$ cat config.mk
export PLATFORM = sky130hd
export DESIGN_NAME = multicycle_control
export DESIGN_NICKNAME = d
export VERILOG_FILES = /design/src/rtl/multicycle_control.sv
export SDC_FILE = /design/constraint.sdc
export NUM_CORES = 1
export LEC_CHECK = 0
export BUFFER_PORTS_ARGS = -buffer_cell sky130_fd_sc_hd__buf_2
export CAP_MARGIN = 15
export CORE_MARGIN = 2
export CORE_UTILIZATION = 48
export CTS_BUF_LIST = sky130_fd_sc_hd__clkbuf_4 sky130_fd_sc_hd__clkbuf_8 sky130_fd_sc_hd__clkbuf_16
export CTS_CLUSTER_SIZE = 28
export DETAILED_ROUTE_END_ITERATION = 10
export GPL_TIMING_DRIVEN = 0
export MAX_ROUTING_LAYER = met4
export PLACE_DENSITY_LB_ADDON = 0.08
export SLEW_MARGIN = 20
export SYNTH_ARGS = -nofsm -noshare
export SYNTH_HDL_FRONTEND = slang
export SYNTH_SLANG_ARGS = --single-unit
$ cat constraint.sdc
create_clock -name clk -period 2.1 [get_ports clk]
set_clock_uncertainty 0.15 [all_clocks]
set_input_delay 0.21 -clock clk [delete_from_list [all_inputs] [get_ports clk]]
set_output_delay 0.21 -clock clk [all_outputs]
set_load 0.005 [all_outputs]
$ cat src/rtl/multicycle_control.sv
// Multicycle datapath controller: Moore FSM sequencing fetch, decode, memory,
// R-type, branch and jump phases, with handshaked memory wait states.
module multicycle_control #(
    parameter int OPCODE_WIDTH = 11,
    parameter int ALUOP_WIDTH  = 2
) (
    input  logic                    clk,
    input  logic                    rst_n,
    input  logic [OPCODE_WIDTH-1:0] opcode,
    input  logic                    mem_ready,
    output logic                    pc_write,
    output logic                    pc_write_cond,
    output logic                    ir_write,
    output logic                    mem_read,
    output logic                    mem_write,
    output logic                    i_or_d,
    output logic                    reg_write,
    output logic                    mem_to_reg,
    output logic                    alu_src_a,
    output logic [1:0]              alu_src_b,
    output logic [ALUOP_WIDTH-1:0]  alu_op,
    output logic [1:0]              pc_source,
    output logic                    illegal,
    output logic [3:0]              state
);

    typedef enum logic [3:0] {
        S_FETCH     = 4'd0,
        S_DECODE    = 4'd1,
        S_MEM_ADDR  = 4'd2,
        S_MEM_READ  = 4'd3,
        S_MEM_WB    = 4'd4,
        S_MEM_WRITE = 4'd5,
        S_R_EXEC    = 4'd6,
        S_R_WB      = 4'd7,
        S_BRANCH    = 4'd8,
        S_JUMP      = 4'd9
    } state_t;

    localparam logic [10:0] OP_ADD  = 11'b10001011000;
    localparam logic [10:0] OP_SUB  = 11'b11001011000;
    localparam logic [10:0] OP_AND  = 11'b10001010000;
    localparam logic [10:0] OP_ORR  = 11'b10101010000;
    localparam logic [10:0] OP_LDUR = 11'b11111000010;
    localparam logic [10:0] OP_STUR = 11'b11111000000;
    localparam logic [7:0]  OP_CBZ  = 8'b10110100;
    localparam logic [5:0]  OP_B    = 6'b000101;

    localparam logic [ALUOP_WIDTH-1:0] ALU_ADD   = ALUOP_WIDTH'(2'b00);
    localparam logic [ALUOP_WIDTH-1:0] ALU_CBZ   = ALUOP_WIDTH'(2'b01);
    localparam logic [ALUOP_WIDTH-1:0] ALU_RTYPE = ALUOP_WIDTH'(2'b10);

    function automatic logic is_rtype(input logic [OPCODE_WIDTH-1:0] op);
        return (op[10:0] == OP_ADD) || (op[10:0] == OP_SUB) ||
               (op[10:0] == OP_AND) || (op[10:0] == OP_ORR);
    endfunction

    function automatic logic is_ldur(input logic [OPCODE_WIDTH-1:0] op);
        return op[10:0] == OP_LDUR;
    endfunction

    function automatic logic is_stur(input logic [OPCODE_WIDTH-1:0] op);
        return op[10:0] == OP_STUR;
    endfunction

    function automatic logic is_cbz(input logic [OPCODE_WIDTH-1:0] op);
        return op[10:3] == OP_CBZ;
    endfunction

    function automatic logic is_b(input logic [OPCODE_WIDTH-1:0] op);
        return op[10:5] == OP_B;
    endfunction

    function automatic logic is_illegal(input logic [OPCODE_WIDTH-1:0] op);
        return !(is_rtype(op) || is_ldur(op) || is_stur(op) || is_cbz(op) || is_b(op));
    endfunction

    state_t                   state_r;
    state_t                   next_state_s;
    logic                     pc_write_r;
    logic                     pc_write_cond_r;
    logic                     mem_read_r;
    logic                     mem_write_r;
    logic                     i_or_d_r;
    logic                     reg_write_r;
    logic                     mem_to_reg_r;
    logic                     alu_src_a_r;
    logic [1:0]               alu_src_b_r;
    logic [ALUOP_WIDTH-1:0]   alu_op_r;
    logic [1:0]               pc_source_r;
    logic                     state_ok_s;
    logic                     fetch_done_s;

    // The fetch handshake only completes once the read strobe is actually out,
    // so the first edge after reset merely arms FETCH.
    assign state_ok_s   = (state_r <= S_JUMP);
    assign fetch_done_s = (state_r == S_FETCH) && mem_read_r && mem_ready;

    // Next-state selection.
    always_comb begin
        next_state_s = S_FETCH;
        case (state_r)
            S_FETCH: begin
                if (fetch_done_s) next_state_s = S_DECODE;
                else              next_state_s = S_FETCH;
            end
            S_DECODE: begin
                if (is_rtype(opcode))                        next_state_s = S_R_EXEC;
                else if (is_ldur(opcode) || is_stur(opcode)) next_state_s = S_MEM_ADDR;
                else if (is_cbz(opcode))                     next_state_s = S_BRANCH;
                else if (is_b(opcode))                       next_state_s = S_JUMP;
                else                                         next_state_s = S_FETCH;
            end
            S_MEM_ADDR: begin
                if (is_ldur(opcode))      next_state_s = S_MEM_READ;
                else if (is_stur(opcode)) next_state_s = S_MEM_WRITE;
                else                      next_state_s = S_FETCH;
            end
            S_MEM_READ: begin
                if (mem_ready) next_state_s = S_MEM_WB;
                else           next_state_s = S_MEM_READ;
            end
            S_MEM_WRITE: begin
                if (mem_ready) next_state_s = S_FETCH;
                else           next_state_s = S_MEM_WRITE;
            end
            S_MEM_WB: next_state_s = S_FETCH;
            S_R_EXEC: next_state_s = S_R_WB;
            S_R_WB:   next_state_s = S_FETCH;
            S_BRANCH: next_state_s = S_FETCH;
            S_JUMP:   next_state_s = S_FETCH;
            default:  next_state_s = S_FETCH;
        endcase
    end

    // State register plus Moore outputs registered for the state being entered.
    always_ff @(posedge clk or negedge rst_n) begin
        if (!rst_n) begin
            state_r         <= S_FETCH;
            pc_write_r      <= 1'b0;
            pc_write_cond_r <= 1'b0;
            mem_read_r      <= 1'b0;
            mem_write_r     <= 1'b0;
            i_or_d_r        <= 1'b0;
            reg_write_r     <= 1'b0;
            mem_to_reg_r    <= 1'b0;
            alu_src_a_r     <= 1'b0;
            alu_src_b_r     <= 2'b00;
            alu_op_r        <= ALU_ADD;
            pc_source_r     <= 2'b00;
        end else begin
            state_r         <= next_state_s;
            pc_write_r      <= 1'b0;
            pc_write_cond_r <= 1'b0;
            mem_read_r      <= 1'b0;
            mem_write_r     <= 1'b0;
            i_or_d_r        <= 1'b0;
            reg_write_r     <= 1'b0;
            mem_to_reg_r    <= 1'b0;
            alu_src_a_r     <= 1'b0;
            alu_src_b_r     <= 2'b00;
            alu_op_r        <= ALU_ADD;
            pc_source_r     <= 2'b00;
            case (next_state_s)
                S_FETCH: begin
                    mem_read_r  <= 1'b1;
                    alu_src_b_r <= 2'b01;
                end
                S_DECODE: begin
                    alu_src_b_r <= 2'b11;
                end
                S_MEM_ADDR: begin
                    alu_src_a_r <= 1'b1;
                    alu_src_b_r <= 2'b10;
                end
                S_MEM_READ: begin
                    mem_read_r <= 1'b1;
                    i_or_d_r   <= 1'b1;
                end
                S_MEM_WB: begin
                    reg_write_r  <= 1'b1;
                    mem_to_reg_r <= 1'b1;
                end
                S_MEM_WRITE: begin
                    mem_write_r <= 1'b1;
                    i_or_d_r    <= 1'b1;
                end
                S_R_EXEC: begin
                    alu_src_a_r <= 1'b1;
                    alu_op_r    <= ALU_RTYPE;
                end
                S_R_WB: begin
                    reg_write_r <= 1'b1;
                end
                S_BRANCH: begin
                    alu_src_a_r     <= 1'b1;
                    alu_op_r        <= ALU_CBZ;
                    pc_write_cond_r <= 1'b1;
                    pc_source_r     <= 2'b01;
                end
                S_JUMP: begin
                    pc_write_r  <= 1'b1;
                    pc_source_r <= 2'b10;
                end
                default: begin
                    mem_read_r <= 1'b0;
                end
            endcase
        end
    end

    // A corrupted state code silences every output until FETCH is re-entered.
    assign pc_write      = state_ok_s & (pc_write_r | fetch_done_s);
    assign ir_write      = fetch_done_s;
    assign pc_write_cond = state_ok_s & pc_write_cond_r;
    assign mem_read      = state_ok_s & mem_read_r;
    assign mem_write     = state_ok_s & mem_write_r;
    assign i_or_d        = state_ok_s & i_or_d_r;
    assign reg_write     = state_ok_s & reg_write_r;
    assign mem_to_reg    = state_ok_s & mem_to_reg_r;
    assign alu_src_a     = state_ok_s & alu_src_a_r;
    assign alu_src_b     = state_ok_s ? alu_src_b_r : 2'b00;
    assign alu_op        = state_ok_s ? alu_op_r : ALU_ADD;
    assign pc_source     = state_ok_s ? pc_source_r : 2'b00;
    assign illegal       = (state_r == S_DECODE) && is_illegal(opcode);
    assign state         = state_r;

endmodule

==> results.tsv, run 1 <==
stage	metric	value	unit
sta	worst_slack	-0.0288	ns
yosys	ys_warn_count	0	
worst_hold_path	hold_class	primary input to flop	
drt	drt-wirelength-per-cell	12.7	um
sta	fmax	470	MHz
clock_tree	cts_root_buf	clkbuf_4	
worst_setup_path	crit_slowest_cell	or4b_4	
worst_setup_path	crit_path_end_kind	output port	
worst_setup_path	path_delay_family	simple AND/OR/NAND/NOR gates	
run_status	status	finished, violations left	
clock_tree	clock_path_buffers	2	
yosys	synth_top_family_by_area	simple AND/OR/NAND/NOR gates	
drt	drt-total-wl	2140	um
floorplan	io_pins	34	
worst_hold_path	holdPathStages	3	
floorplan	die_x	48.8	um
worst_hold_path	min_from	mem_ready	
floorplan	core_region_area	1920	um2
floorplan	dieHeight	48.8	um
drt	ant_nets	0	
run	cap_violations	0	
sta	rsz0062_at_grt	true	
worst_setup_path	critPathLaunchType	flop	
yosys	synth_cells	94	
global_routing	grt_max_degree	17	
global_routing	antenna_found_initial	0	
clock_tree	clk_pin_slew_worst_paths	0.09	ns
worst_setup_path	cp_cell_sequence	buf_6 -> or4b_4 -> a21o_1 -> nor2b_1 -> buf_2	
placement	placed_cells	154	
yosys	synth-compound-area-share	9.88	%
global_routing	track_usage	19.4	%
worst_setup_path	r2r_cells	6	
power	p_per_area	481	nW/um2
sta	drv_slew	0	
yosys	yosysUniqueCellTypes	39	
yosys	synth_edf_count	0	
global_routing	grt_pass1_wl	3460	um
drt	num_vias	856	
worst_setup_path	max_stage_delay	0.52	ns
final_layout	fillers	164	
placement	dp_hpwl	1590	um
yosys	async_flop_share	100	%
run_status	violations	setup timing	
drt	first_pass_iters	4	
global_routing	grt_pass1_vias	769	
clock_tree	clock_sinks	16	
placement	place_congestion	0.830	
yosys	ys_ff_latch	16	
floorplan	die_area	2380	um2
sta	period_minus_slack	2.13	ns
sta	tns	-0.0288	ns
final_layout	n_antenna_cell	0	
drt	viasPerCell	5.07	
worst_setup_path	crit_fanout	5	
yosys	synthesis.nets	108	
clock_tree	cts_tree	yes	
final_layout	drive_above_1_share	48.6	%
yosys	synth_mux_area_share	2.21	%
sta	finalCritPeriodShare	101	%
yosys	netlist_area	962	um2
sta	setup_viol	1	
worst_setup_path	r2r_end	alu_src_b_r[1]	
yosys	syn_area_per_cell	10.2	um2
clock_tree	cts_made_buffers	3	
placement	io_buffers	33	
worst_setup_path	path_class	flop to output port	
final_layout	final_util	69.1	%
yosys	synth-xor-area-share	0.910	%
worst_setup_path	worstPathArrival	1.77	ns
floorplan	placementRows	16	
drt	drc	0	
drt	drtIter0Drc	8	
power	p_leak	0.672	nW
yosys	synth-seq-area-share	41.6	%
global_routing	grt.overflow.total	0	
worst_hold_path	worstHoldEndpoint	mem_to_reg_r	
floorplan	initial_core_util	50.1	%
yosys	synthAdderAreaFrac	0	%
sta	tightest_slew	0.412	ns
final_layout	areaGrowthSynthToFinish	38.1	%
sta	hold_violations	0	
final_layout	final_nets	157	
worst_setup_path	crit_required	1.74	ns
sta	hold_slack	0.0706	ns
power	max-vdd-ir-drop	305	uV
yosys	yosys_most_used_dff	dfrtp_1	
worst_setup_path	critical_path_buf_inv_count	2	
worst_setup_path	r2r-start	state[2]	
clock_tree	h-tree-depth	1	
worst_setup_path	r2r_setup_slack	0.03	ns
final_layout	fin_cells	169	
clock_tree	clkLatencyLatePin	0.28	ns
yosys	synth-simple-area-share	39.9	%
sta	max_slew_margin	72.3	%
==> worst min-delay path, cell delays in order <==
cell,delay [ns]
buf_2,0.14
inv_1,0.07
nor2_1,0.04
==> kinds of logic (layout without fill, tap and decap cells) <==
family / count (synthesis) / count (layout)
flops: 16 / 16
mux: 2 / 2
simple gates: 53 / 53
xor+xnor: 1 / 1
compound gates: 12 / 12
buf+inv: 10 / 58
==> worst max-delay path by stage <==
stage,start,to,slack (ns),depth (start not counted)
4_1_cts,state[2],illegal,-0.05,5
2_1_floorplan,state[0],alu_src_b_r[1],0.14,6
3_3_place_gp,state[0],alu_src_b_r[1],0.05,6
5_1_grt,state[2],illegal,-0.09,5
6_report,state[2],illegal,-0.03,5
3_5_place_dp,state[0],alu_src_b_r[1],0.007,6
==> metal layers <==
layer  part of all wire, %  track usage, %  vias to the layer above
met5                     0               -                        -
met4                  0.75            5.71                        0
met3                   5.0            3.68                        2
met2                    52            32.9                       28
met1                    42            23.6                      395
li1                      -               -                      431
==> report_power, final <==
group / internal, mW / switching [mW] / leakage [nW]
Combinational: 0.0601 / 0.0582 / 0.441
Clock: 0.105 / 0.0954 / 0.0210
Sequential: 0.315 / 0.00475 / 0.211
Total: 0.481 / 0.158 / 0.672
==> through the flow <==
step	setup slack (ns)	instance area [um2]	power, mW
final	-0.0288	1330	0.639
after global routing	-0.0902	1330	0.669
after CTS	-0.0461	1270	0.638
after detailed placement	0.00721	1160	0.427
after global placement	0.0461	1160	0.424
after floorplan	0.136	962	0.381
==> sequential cells by signal, indices dropped and copies added, names as in the netlist <==
signal        count
state             4
alu_op_r          2
alu_src_b_r       2
pc_source_r       2
alu_src_a_r       1
i_or_d_r          1
mem_read_r        1
mem_to_reg_r      1
mem_write_r       1
reg_write_r       1
==> cells in the final DEF, fill, tap and decap left out, drive strengths merged, types with 2 or more instances in the layout <==
cell / instances
buf: 46
dlygate4sd3: 3
or4bb: 2
or4b: 3
and2: 13
nand2: 5
nand4b: 2
o21ai: 3
inv: 4
clkbuf: 4
nand4bb: 2
nor2b: 2
dfrtp: 16
or2: 2
nand2b: 2
nor3: 2
nor2: 9
nor4: 3
a31oi: 2
nand3: 3
==> synth_stat cells (2+ instances only) <==
master / count / area (um2)
dfrtp_1: 16 / 400
and2_1: 13 / 81.3
nor2_1: 9 / 33.8
nand2_1: 5 / 18.8
inv_1: 4 / 15.0
or4b_4: 3 / 41.3
a31oi_1: 2 / 12.5
buf_2: 2 / 10.0
nand2b_1: 2 / 12.5
nand3_1: 2 / 10.0
nand4b_1: 2 / 17.5
nand4bb_1: 2 / 22.5
nor2b_1: 2 / 12.5
nor3_1: 2 / 10.0
nor4_4: 2 / 42.5
o21ai_0: 2 / 10.0
or4bb_1: 2 / 22.5
==> repair_timing <==
item | 4_1_cts | 5_1_grt
setup buffers | 4 | 4
pin swaps | 2 | 5
gates resized for setup | 5 | 10
setup endpoints to repair | 13 | 19
hold buffers | 3 | 0
endpoints found under the hold margin | 17 | 0
==> final cells by class <==
type                            count  area (um2)  area share [%]
Inverter                            5        20.0            1.51
Multi-Input combinational cell     68         533            40.1
Tap cell                           27        33.8            2.54
Buffer                              5        48.8            3.67
Sequential cell                    16         402            30.2
Clock buffer                        4        36.3            2.73
Timing Repair Buffer               44         255            19.2
Note: power is estimated with default switching activity, not from simulation.
==> inputs of run 2 (changes only) <==
- CORE_MARGIN: 2 -> 4
==> run 2 against run 1 <==
Net effect: the flow now finishes without violations; clock-buffer cell count did not move; critical path type unchanged; combinational power barely moved; first-iteration DRC count rose to 2.6 times the previous value; hold slack improved by 0.0034 ns.
==> results.tsv, run 2 (synthesized netlist as in run 1, its figures left out) <==
stage	metric	value	unit
power	intPower	483	uW
run_status	status	finished clean	
sta	tightest_slew	0.374	ns
floorplan	io_pins	34	
final_layout	fin_cells	165	
placement	placed_cells	152	
sta	rsz0062_at_grt	true	
final_layout	multi_input_area	523	um2
final_layout	final_cell_mix	buf_2, dfrtp_1, and2_1	
global_routing	antenna_found_initial	0	
drt	num_vias	865	
global_routing	grt_pass1_wl	3510	um
placement	place_congestion	0.807	
worst_setup_path	crit_required	1.74	ns
drt	drtIter0Drc	21	
worst_setup_path	crit_fanout	5	
sta	max_slew_margin	74.8	%
drt	drt-total-wl	2170	um
drt	dr_wl_met2	1040	um
clock_tree	cts_root_buf	clkbuf_4	
drt	dr.max_layer_used	met4	
drt	drt-wirelength-per-cell	13.1	um
drt	wl_met3	131	um
worst_hold_path	hold_class	primary input to flop	
clock_tree	clk_pin_slew_worst_paths	0.09	ns
final_layout	final_common_cell	buf_2	
power	p_sw	156	uW
clock_tree	clkLatencyLatePin	0.28	ns
power	sequentialPowerShare	50.1	%
sta	hold_slack	0.0740	ns
sta	hold_violations	0	
run	cap_violations	0	
clock_tree	clock_path_buffers	2	
power	netSwitchingFraction	24.4	%
power	max-vdd-ir-drop	240	uV
power	p_leak	0.658	nW
global_routing	grt_pass1_vias	807	
sta	finalCritPeriodShare	98.1	%
final_layout	n_antenna_cell	0	
drt	viasPerCell	5.24	
clock_tree	clock_sinks	16	
final_layout	areaGrowthSynthToFinish	35.0	%
sta	setup_viol	0	
floorplan	placementRows	15	
power	pwr-share-comb	19.0	%
sta	period_minus_slack	2.06	ns
sta	fmax	485	MHz
global_routing	grt_max_degree	17	
final_layout	final_nets	155	
final_layout	fillers	149	
global_routing	grt.overflow.total	0	
power	p_per_area	492	nW/um2
drt	ant_nets	0	
floorplan	die_x	52.8	um
power	p_clk_share	30.9	%
floorplan	core_region_area	1820	um2
worst_setup_path	worstPathArrival	1.70	ns
clock_tree	h-tree-depth	1	
clock_tree	cts_made_buffers	3	
final_layout	ff_latch_area	403	um2
drt	first_pass_iters	4	
worst_setup_path	critPathLaunchType	flop	
floorplan	initial_core_util	52.9	%
drt	wl_met1	931	um
global_routing	track_usage	18.2	%
final_layout	drive_above_1_share	46.4	%
sta	drv_slew	0	
final_layout	largest_register_ffs	4	
placement	dp_hpwl	1630	um
worst_setup_path	crit_path_end_kind	output port	
drt	drc	0	
worst_setup_path	path_class	flop to output port	
placement	io_buffers	33	
clock_tree	cts_tree	yes	
floorplan	die_area	2780	um2
floorplan	dieHeight	52.8	um
[run 2: layout make-up]
| cell class | count | area share, % |
|---|---|---|
| Inverter | 5 | 1.54 |
| Clock buffer | 4 | 2.79 |
| Buffer | 4 | 2.89 |
| Tap cell | 25 | 2.41 |
| Timing Repair Buffer | 43 | 19.1 |
| Sequential cell | 16 | 31.0 |
| Multi-Input combinational cell | 68 | 40.3 |
[run 2: stage by stage]
stage / setup WS (ns) / power (mW) / setup TNS [ns] / cell area [um2] / util, %
global route: -0.0312 / 0.676 / -0.0312 / 1300 / 71.3
finish: 0.0399 / 0.639 / 0 / 1300 / 71.3
CTS: -0.0409 / 0.638 / -0.0409 / 1290 / 70.8
floorplan: 0.136 / 0.381 / 0 / 962 / -
global placement: 0.00869 / 0.425 / 0 / 1160 / 63.6
detailed placement: 0.0135 / 0.427 / 0 / 1160 / 63.6
[run 2: worst max-delay path: stages (launching register included)]
cell	delay [ns]
dfrtp_2	0.45
or4b_4	0.55
a21o_1	0.19
nor2b_1	0.11
buf_2	0.12
[run 2: power by group through the flow]
stage / sequential [mW] / combinational (mW) / clock, mW
2_1_floorplan: 0.325 / 0.0567 / 0
3_3_place_gp: 0.326 / 0.0988 / 0
3_5_place_dp: 0.326 / 0.101 / 0
4_1_cts: 0.320 / 0.116 / 0.202
5_1_grt: 0.321 / 0.133 / 0.222
6_report: 0.320 / 0.121 / 0.198
[run 2: path summary, 6_finish.rpt]
path / from / endpoint / slack (ns) / cells past startpoint
setup / recovery: state[2] / illegal / 0.04 / 4
hold / removal: mem_ready / mem_to_reg_r / 0.07 / 3
setup reg to reg: state[2] / i_or_d_r / 0.10 / 7
hold reg to reg: state[1] / pc_source_r[1] / 0.50 / 2
max in group asynchronous: rst_n / state[3] / 1.34 / 2
min in group asynchronous: rst_n / state[0] / 0.20 / 2
[run 2: routing by layer]
layer  GRT usage (%)  up-vias
li1                -      428
met1            20.9      398
met2            28.5       34
met3            2.85        5
met4            13.2        0
met5               -        -
[run 2: repair_timing]
item	CTS	global route
pin swaps	5	4
hold buffers	3	0
buffers inserted	6	1
hold endpoints to repair	17	0
setup endpoints to repair	6	18
gates resized for setup	6	6
